<file path="src/rtl/pwm_fade_if.sv">
// pwm_fade_if: fade-command handshake between a command source and pwm_fade_ctrl.
//   cfg_valid  : source has a command (target duty, step) on the bus
//   cfg_ready  : controller can accept a command this cycle
//   cfg_target : requested final duty (DW bits)
//   cfg_step   : duty change per PWM period (STEP_W bits)
// Modports: master = command source, slave = controller.
interface pwm_fade_if #(
  parameter int DW     = 8,
  parameter int STEP_W = 8
);
  logic              cfg_valid;
  logic              cfg_ready;
  logic [DW-1:0]     cfg_target;
  logic [STEP_W-1:0] cfg_step;

  modport master (output cfg_valid, output cfg_target, output cfg_step, input cfg_ready);
  modport slave  (input cfg_valid, input cfg_target, input cfg_step, output cfg_ready);
endinterface

</file>
<file path="src/rtl/pwm_fade_ctrl.sv">
// pwm_fade_ctrl: duty-cycle sequencer feeding the duty input of a PWM generator.
// A fade command (target, step) is accepted over the cfg handshake; the duty
// output then ramps toward the target by one step per PWM period, advancing
// only on the generator's period-boundary pulse.
// Ports:
//   clk, rst     : clock, synchronous active-high reset
//   cfg          : pwm_fade_if.slave command handshake
//   pwm_cyc_end  : one-cycle pulse at each PWM period boundary
//   duty         : registered duty to the PWM generator
//   duty_load    : high in the first cycle a new duty value is visible
//   busy         : ramp in progress
//   done         : one-cycle pulse when a fade completes
// Optional build macro PWM_FADE_BREATHE_EN: an upward ramp that reaches a
// non-zero target turns around and ramps back down to 0 ("breath"); done
// pulses only when duty returns to 0.
module pwm_fade_ctrl #(
  parameter int PERIOD = 100,
  parameter int DW     = 8,
  parameter int STEP_W = 8
) (
  input  logic          clk,
  input  logic          rst,
  pwm_fade_if.slave     cfg,
  input  logic          pwm_cyc_end,
  output logic [DW-1:0] duty,
  output logic          duty_load,
  output logic          busy,
  output logic          done
);

  // Arithmetic width wide enough that duty+step and target+step never wrap.
  localparam int AW = ((DW > STEP_W) ? DW : STEP_W) + 1;
  localparam logic [DW-1:0] PERIOD_V = DW'(PERIOD);

  typedef enum logic [1:0] {IDLE, RAMP_UP, RAMP_DN} state_t;

  state_t            state_reg, state_next;
  logic [DW-1:0]     duty_reg, duty_next;
  logic [DW-1:0]     tgt_reg, tgt_next;
  logic [STEP_W-1:0] stp_reg, stp_next;
  logic              done_reg, done_next;
  logic              duty_load_reg, duty_load_next;
  logic              ready_int;

  logic [AW-1:0]     up_sum, dn_lim;
  logic [DW-1:0]     up_val, dn_val;
  logic [DW-1:0]     cmd_tgt;
  logic [STEP_W-1:0] cmd_stp;

  // State and datapath registers.
  always_ff @(posedge clk) begin
    if (rst) begin
      state_reg     <= IDLE;
      duty_reg      <= '0;
      tgt_reg       <= '0;
      stp_reg       <= '0;
      done_reg      <= 1'b0;
      duty_load_reg <= 1'b0;
    end else begin
      state_reg     <= state_next;
      duty_reg      <= duty_next;
      tgt_reg       <= tgt_next;
      stp_reg       <= stp_next;
      done_reg      <= done_next;
      duty_load_reg <= duty_load_next;
    end
  end

  // Next-state and next-datapath logic.
  always_comb begin
    state_next     = state_reg;
    duty_next      = duty_reg;
    tgt_next       = tgt_reg;
    stp_next       = stp_reg;
    done_next      = 1'b0;
    duty_load_next = 1'b0;

    // Step candidates; both clamp to the target so the ramp never overshoots.
    up_sum = AW'(duty_reg) + AW'(stp_reg);
    up_val = (up_sum >= AW'(tgt_reg)) ? tgt_reg : up_sum[DW-1:0];
    dn_lim = AW'(tgt_reg) + AW'(stp_reg);
    dn_val = (AW'(duty_reg) <= dn_lim) ? tgt_reg : DW'(AW'(duty_reg) - AW'(stp_reg));

    // Command sanitising: clamp target to the period, treat step 0 as 1.
    cmd_tgt = (cfg.cfg_target > PERIOD_V) ? PERIOD_V : cfg.cfg_target;
    cmd_stp = (cfg.cfg_step == '0) ? STEP_W'(1) : cfg.cfg_step;

    case (state_reg)
      IDLE: begin
        // pwm_cyc_end deliberately ignored here, even in the accept cycle.
        if (cfg.cfg_valid && ready_int) begin
          tgt_next = cmd_tgt;
          stp_next = cmd_stp;
          if (cmd_tgt > duty_reg)      state_next = RAMP_UP;
          else if (cmd_tgt < duty_reg) state_next = RAMP_DN;
          else                         done_next  = 1'b1;
        end
      end
      RAMP_UP: begin
        if (pwm_cyc_end) begin
          duty_next      = up_val;
          duty_load_next = 1'b1;
          if (up_val == tgt_reg) begin
`ifdef PWM_FADE_BREATHE_EN
            if (tgt_reg != '0) begin
              tgt_next   = '0;
              state_next = RAMP_DN;
            end else begin
              state_next = IDLE;
              done_next  = 1'b1;
            end
`else
            state_next = IDLE;
            done_next  = 1'b1;
`endif
          end
        end
      end
      RAMP_DN: begin
        if (pwm_cyc_end) begin
          duty_next      = dn_val;
          duty_load_next = 1'b1;
          if (dn_val == tgt_reg) begin
            state_next = IDLE;
            done_next  = 1'b1;
          end
        end
      end
      default: state_next = IDLE;
    endcase
  end

  // Outputs decoded from the registered state.
  always_comb begin
    ready_int = (state_reg == IDLE) && !rst;
    busy      = (state_reg != IDLE);
  end

  assign cfg.cfg_ready = ready_int;
  assign duty          = duty_reg;
  assign duty_load     = duty_load_reg;
  assign done          = done_reg;

endmodule

</file>
<file path="src/flat_wrapper.sv">
// flat-port wrapper written by rule: the top's interface ports become plain ports
module pwm_fade_ctrl_flat 
#(
  parameter int PERIOD = 100,
  parameter int DW     = 8,
  parameter int STEP_W = 8
)
  (clk, rst, pwm_cyc_end, duty, duty_load, busy, done, cfg_cfg_valid, cfg_cfg_target, cfg_cfg_step, cfg_cfg_ready);
  pwm_fade_if #(.DW(DW), .STEP_W(STEP_W)) cfg_i ();
  input  logic clk;
  input  logic rst;
  input  logic pwm_cyc_end;
  output logic [DW-1:0] duty;
  output logic duty_load;
  output logic busy;
  output logic done;
  input wire logic [$bits(cfg_i.cfg_valid)-1:0] cfg_cfg_valid;
  input wire logic [$bits(cfg_i.cfg_target)-1:0] cfg_cfg_target;
  input wire logic [$bits(cfg_i.cfg_step)-1:0] cfg_cfg_step;
  output wire logic [$bits(cfg_i.cfg_ready)-1:0] cfg_cfg_ready;
  assign cfg_i.cfg_valid = cfg_cfg_valid;
  assign cfg_i.cfg_target = cfg_cfg_target;
  assign cfg_i.cfg_step = cfg_cfg_step;
  assign cfg_cfg_ready = cfg_i.cfg_ready;
  pwm_fade_ctrl #(.PERIOD(PERIOD), .DW(DW), .STEP_W(STEP_W)) u_core (.clk(clk), .rst(rst), .cfg(cfg_i), .pwm_cyc_end(pwm_cyc_end), .duty(duty), .duty_load(duty_load), .busy(busy), .done(done));
endmodule
</file>
<file path="config.mk">
export PLATFORM = sky130hd
export DESIGN_NAME = pwm_fade_ctrl_flat
export DESIGN_NICKNAME = d
export VERILOG_FILES = /design/src/rtl/pwm_fade_if.sv /design/src/rtl/pwm_fade_ctrl.sv /design/src/flat_wrapper.sv
export SDC_FILE = /design/constraint.sdc
export NUM_CORES = 1
export LEC_CHECK = 0
export ABC_AREA = 1
export ABC_CLOCK_PERIOD_IN_PS = 10150
export BUFFER_PORTS_ARGS = -buffer_cell sky130_fd_sc_hd__buf_2
export CORE_ASPECT_RATIO = 0.75
export CORE_MARGIN = 1
export CORE_UTILIZATION = 30
export CTS_CLUSTER_DIAMETER = 120
export DETAILED_ROUTE_END_ITERATION = 10
export SETUP_SLACK_MARGIN = 0.02
export SYNTH_ARGS = -nofsm -noshare
export SYNTH_HDL_FRONTEND = slang
export SYNTH_SLANG_ARGS = --single-unit
</file>
<file path="constraint.sdc">
create_clock -name clk -period 10.15 [get_ports clk]
set_input_delay 0.5075 -clock clk [delete_from_list [all_inputs] [get_ports clk]]
set_output_delay 0.5075 -clock clk [all_outputs]
set_load 0.005 [all_outputs]
</file>
# Word-level counts from Yosys, hierarchy flattened
# Index checks and enable logic that the tools add are counted.
# W data, S select, Z words.
[op_classes]
bitwise = 1
n_reduce_logical = 12
magnitude_cmp = 5
mux = 24
mul = 0
div = 0
eq_ne = 10
add_sub_neg = 3
shifts = 0
[op_table]
columns = ["operator", "count"]
rows = [
  ["$mux W8", 6],
  ["$add A8 B8 Y9", 2],
  ["$eq A8 B8 Y1", 2],
  ["$pmux W8 S2", 1],
  ["$mux W2", 7],
  ["$ge A9 B8 Y1", 1],
  ["$le A8 B9 Y1", 1],
  ["$gt A8 B7 Y1 const B", 1],
  ["$gt A8 B8 Y1", 1],
  ["$logic_not A8 Y1", 1],
  ["$lt A8 B8 Y1", 1],
  ["$mux W1", 8],
  ["$sub A8 B8 Y8", 1],
  ["$ne A2 B1 Y1 const B", 3],
  ["$pmux W2 S3", 1],
  ["$reduce_and A6 Y1", 1],
  ["$ne A2 B2 Y1 const B", 2],
  ["$reduce_bool A2 Y1", 2],
  ["$reduce_or A2 Y1", 2],
  ["$ne A3 B1 Y1 const B", 1],
  ["$pmux W1 S3", 1],
  ["$reduce_and A3 Y1", 1],
  ["$eq A2 B1 Y1 const B", 1],
  ["$eq A2 B2 Y1 const B", 1],
  ["other kinds (5)", 6],
]
[totals]
elab_cells = 61
romBits = 0
register_bits = 28
latchBits = 0
ramBits = 0
mem_count = 0

# Longest topological paths before layout
[depth]
depth_word = 7
ltp_mapped = 28
ltp_nobuf = 26

# Least setup slack after synthesis
# OpenSTA, ideal clock, no wires.
[synth_path]
path_kind = "reg2reg"
start = "register u_core.tgt_reg[2]"
end = "register u_core.state_reg[0]"
arrival_time_ns = 3.099
period_less_slack_ns = 3.214
setup_ns = 0.115
setup_slack_ns = 6.936
n_path_buf = 1
stages_incl_launch_ff = 25
cell_sequence = "dfxtp_1 ha_1 a21oi_1 nand2_1 a21oi_1 inv_1 a21oi_1 inv_1 a21o_1 a21oi_1 xor2_1 ha_1 nand4_1 nand3_1 nor2_2 buf_6 nand4_1 nand2_1 inv_1 nand2_1 nor2_1 nand2_1 nand2_1 a21oi_1 nor2_1"
[synth_between]
elab_chain_cells = 6
word_cells_on_any_way = 10
cone_classes = "add/sub (1); order compare (2); eq/ne (4); mux (2); reduce/logical (1)"
[synth_lines]
columns = ["item", "line", "rtl"]
rows = [
  ["start: declaration", "pwm_fade_ctrl.sv:39", "logic [DW-1:0] tgt_reg, tgt_next;"],
  ["start signal: assignment", "pwm_fade_ctrl.sv:62", "tgt_reg <= tgt_next;"],
  ["$add A8 B8 Y9", "pwm_fade_ctrl.sv:81", "dn_lim = AW'(tgt_reg) + AW'(stp_reg);"],
  ["$le A8 B9 Y1", "pwm_fade_ctrl.sv:82", "dn_val = (AW'(duty_reg) <= dn_lim) ? tgt_reg : DW'(AW'(duty_reg) - AW'(stp_reg));"],
  ["$mux W8", "pwm_fade_ctrl.sv:82", ""],
  ["$eq A8 B8 Y1", "pwm_fade_ctrl.sv:123", "if (dn_val == tgt_reg) begin"],
  ["$ne A2 B1 Y1 (no source line)", "--", ""],
  ["$reduce_and A6 Y1 (no source line) (*)", "--", ""],
  ["end signal: assignment", "pwm_fade_ctrl.sv:60", "state_reg <= state_next;"],
  ["end: declaration", "pwm_fade_ctrl.sv:37", "state_t state_reg, state_next;"],
]
# Mark *: on every way between the ends. The rest lies on a longest branch, timed or not.
# A chain may end at the register's enable or synchronous reset.

# Final worst setup path
[layout_path]
start = "register u_core.stp_reg[2]"
end = "register u_core.duty_reg[7] (netlist: u_core.duty[7])"
[layout_between]
elab_chain_cells = 5
word_cells_on_any_way = 10
cone_classes = "add/sub (3); order compare (2); mux (5)"
[layout_lines]
columns = ["item", "line", "rtl"]
rows = [
  ["start: declaration", "pwm_fade_ctrl.sv:40", "logic [STEP_W-1:0] stp_reg, stp_next;"],
  ["start signal: assignment", "pwm_fade_ctrl.sv:63", "stp_reg <= stp_next;"],
  ["$add A8 B8 Y9 (on tied branches)", "pwm_fade_ctrl.sv:81, pwm_fade_ctrl.sv:79", ""],
  ["$le A8 B9 Y1 or $ge A9 B8 Y1 (tied branches)", "pwm_fade_ctrl.sv:82, pwm_fade_ctrl.sv:80", ""],
  ["$mux W8 (on tied branches)", "pwm_fade_ctrl.sv:82, pwm_fade_ctrl.sv:80", ""],
  ["$mux W8 (on tied branches)", "pwm_fade_ctrl.sv:120, pwm_fade_ctrl.sv:100", ""],
  ["$pmux W8 S2 (*)", "pwm_fade_ctrl.sv:88", "case (state_reg)"],
  ["end signal: assignment", "pwm_fade_ctrl.sv:61", "duty_reg <= duty_next;"],
  ["end: declaration", "pwm_fade_ctrl.sv:38", "logic [DW-1:0] duty_reg, duty_next;"],
]
# Mark *: on every way between the ends. The rest lies on a longest branch, timed or not. The select of a mux whose other input is x is not followed.

==> results.json <==
{
  "status": "complete, no violations",
  "drv_slew": 0,
  "wl_per_cell_um": 14.84,
  "antenna_cells": 0,
  "ys_ff_latch": 28,
  "die_y_um": 95.32,
  "postRouteAntennaNets": 0,
  "power.leakage_uw": 0.002022,
  "drt_iter0_drc": 295,
  "grt_max_degree": 20,
  "fin_worst_skew_ns": 0.003682,
  "place_area_mm2": 0.003722,
  "gp_congestion": 0.9406,
  "htree_levels": 1,
  "place_hpwl_mm": 8.454,
  "coreArea_mm2": 0.01111,
  "multi_input_area_mm2": 0.002505,
  "fillers": 1203,
  "grt_pass1_vias": 3405,
  "first_pass_iters": 5,
  "cp-start-kind": "register",
  "root_buffer": "clkbuf_16",
  "setup_viol": 0,
  "ioPinCount": 32,
  "start_util_pct": 31.36,
  "die-area_mm2": 0.01205,
  "vdd_drop_max_mv": 0.09836,
  "rsz0062_at_grt": "no",
  "synthCells": 543,
  "clock_latency_ns": 0.27,
  "drcViolationCount": 0,
  "postSynth.asyncResetShare_pct": 0,
  "drive_above_1_share_pct": 9.591,
  "grt.overflow.total": 0,
  "syn2layout_area_growth_pct": 9.878,
  "dp.cells": 699,
  "crit_type": "reg2reg",
  "vias": 3640,
  "fin_crit_sh_pct": 39.00,
  "synthFlopType": "dfxtp_1",
  "ys_seq_area_share_pct": 16.09,
  "crit_arrival_ns": 4.16,
  "hold_path.class": "in2reg",
  "yosys.cell_types.count": 33,
  "totalWireLength_mm": 10.43,
  "pwr_density_cell_mw_per_mm2": 257.0,
  "finalCriticalPeriod_ns": 3.959,
  "post-cts-setup-buffers": 0,
  "fmax_mhz": 252.6,
  "grt_usage_pct": 18.32,
  "cts_resized": 0,
  "relSlewSlack_pct": 58.95,
  "clock-sinks": 28,
  "fin_nets": 638,
  "syn_avg_cell_area_um2": 6.415,
  "grt_pass1_wl_mm": 17.32,
  "crit_required_ns": 10.35,
  "timing.hold.ws_ns": 0.4526,
  "synth.net_count": 617,
  "setup_tns_ns": 0,
  "worstPathMaxFanout": 17,
  "regArea_um2": 560.5,
  "cap_violations": 0,
  "cts_tree": "built",
  "antenna_found_initial": 0,
  "yosysWarningCount": 0,
  "cts.path.max_buffers": 2,
  "avgViaCountPerCell": 5.178,
  "synth_area_mm2": 0.003483,
  "hold_buffers": 0,
  "row_count": 33,
  "finalInstanceArea_mm2": 0.003827,
  "synth_edf_count": 0,
  "hold_viol": 0,
  "numCtsBuffers": 3,
  "tightest_slew_ns": 0.6151,
  "worst_setup_path_end_kind": "register",
  "io_buffers": 31,
  "die_w_um": 126.4,
  "clkTransAtPathRegs_ns": 0.07,
  "instances_no_fill": 703
}
## metal layers
layer / wire length, µm / global-route usage, % / vias up
met5: 0 / 0 / -
met4: 140 / 3.614 / 0
met3: 722 / 0.9540 / 15
met2: 4126 / 28.22 / 130
met1: 5443 / 27.95 / 1642
li1: - / - / 1853
## worst paths after layout
kind	cells after the start	start	to	slack [ns]
setup / recovery	20	u_core.stp_reg[2]$_SDFFE_PP0P_	u_core.duty[7]$_SDFFE_PP0P_	6.19
hold / removal	3	cfg_cfg_step[7]	u_core.stp_reg[7]$_SDFFE_PP0P_	0.45
setup reg to reg	20	u_core.stp_reg[2]$_SDFFE_PP0P_	u_core.duty[7]$_SDFFE_PP0P_	6.19
hold reg to reg	2	u_core.stp_reg[0]$_SDFFE_PP0P_	u_core.stp_reg[0]$_SDFFE_PP0P_	0.55
## synth_stat cells (all sizes together), types with 6 or more instances
cell / number / area share, %
o31ai: 6 / 1.3
xor2: 10 / 2.5
a21oi: 35 / 5.7
nor2: 32 / 3.8
buf: 11 / 2.3
nand2: 137 / 15
inv: 85 / 9.2
ha: 51 / 18
nand4: 41 / 7.4
nand3: 42 / 6.4
o21ai: 29 / 4.2
dfxtp: 28 / 16
## cells in the final DEF (no fill, tap or decap)
| master | instances |
|---|---|
| a211oi_1 | 1 |
| a21o_1 | 3 |
| a21oi_1 | 33 |
| a21oi_4 | 2 |
| a31oi_1 | 2 |
| and2_1 | 1 |
| buf_2 | 31 |
| buf_4 | 1 |
| bufinv_16 | 1 |
| clkbuf_16 | 3 |
| conb_1 | 1 |
| dfxtp_1 | 28 |
| fa_1 | 3 |
| ha_1 | 51 |
| inv_1 | 82 |
| inv_2 | 3 |
| nand2_1 | 135 |
| nand2_2 | 2 |
| nand3_1 | 41 |
| nand3_4 | 1 |
| nand4_1 | 41 |
| nor2_1 | 27 |
| nor2_2 | 5 |
| nor4_1 | 1 |
| o211ai_1 | 5 |
| o21a_1 | 1 |
| o21ai_0 | 29 |
| o21bai_1 | 4 |
| o31ai_1 | 6 |
| or2_2 | 5 |
| xnor2_1 | 4 |
| xor2_1 | 10 |
## logic make-up (layout without fill, tap and decap cells)
group	after synthesis	in the layout	share of synthesized area, %
simple gates	259	259	33.73
buf+inv	101	121	12.00
compound gates	86	86	14.51
fa+ha+maj	54	54	20.04
flops	28	28	16.09
xor+xnor	14	14	3.520
other cells	1	1	0.1077
## cell type report
class | instances | share of cell area [%]
inverters | 85 | 8.336
repair buffers | 32 | 4.250
flip-flops and latches | 28 | 14.65
multi-input cells | 414 | 65.45
clock buffers | 3 | 1.961
well taps | 140 | 4.577
clock inverters | 1 | 0.7846
## critical path: stages (launching register included)
cell	delay (ns)
dfxtp_1	0.45
ha_1	0.32
a21oi_1	0.15
nand2_1	0.10
a21oi_1	0.14
inv_1	0.05
a21oi_1	0.19
inv_1	0.06
a21o_1	0.16
a21oi_1	0.15
xor2_1	0.17
ha_1	0.26
nand4_1	0.10
nand3_1	0.09
nor2_2	0.49
nand2_1	0.40
nand2_1	0.13
o21ai_0	0.09
a21oi_1	0.14
o21ai_0	0.10
a21oi_1	0.13
## stage by stage
stage	power, µW	utilization (%)	setup slack, ns
floorplan	702.6	-	6.936
global placement	839.6	33.51	6.367
detailed placement	849.6	33.51	6.280
CTS	974.8	34.46	6.258
global route	1094	34.46	5.749
finish	983.7	34.46	6.191
## where the power goes
part,switching [µW],internal (µW)
clock network,41.3,78.7
logic,476,220
registers,36.7,130
Power figures use the tool's default switching activity.
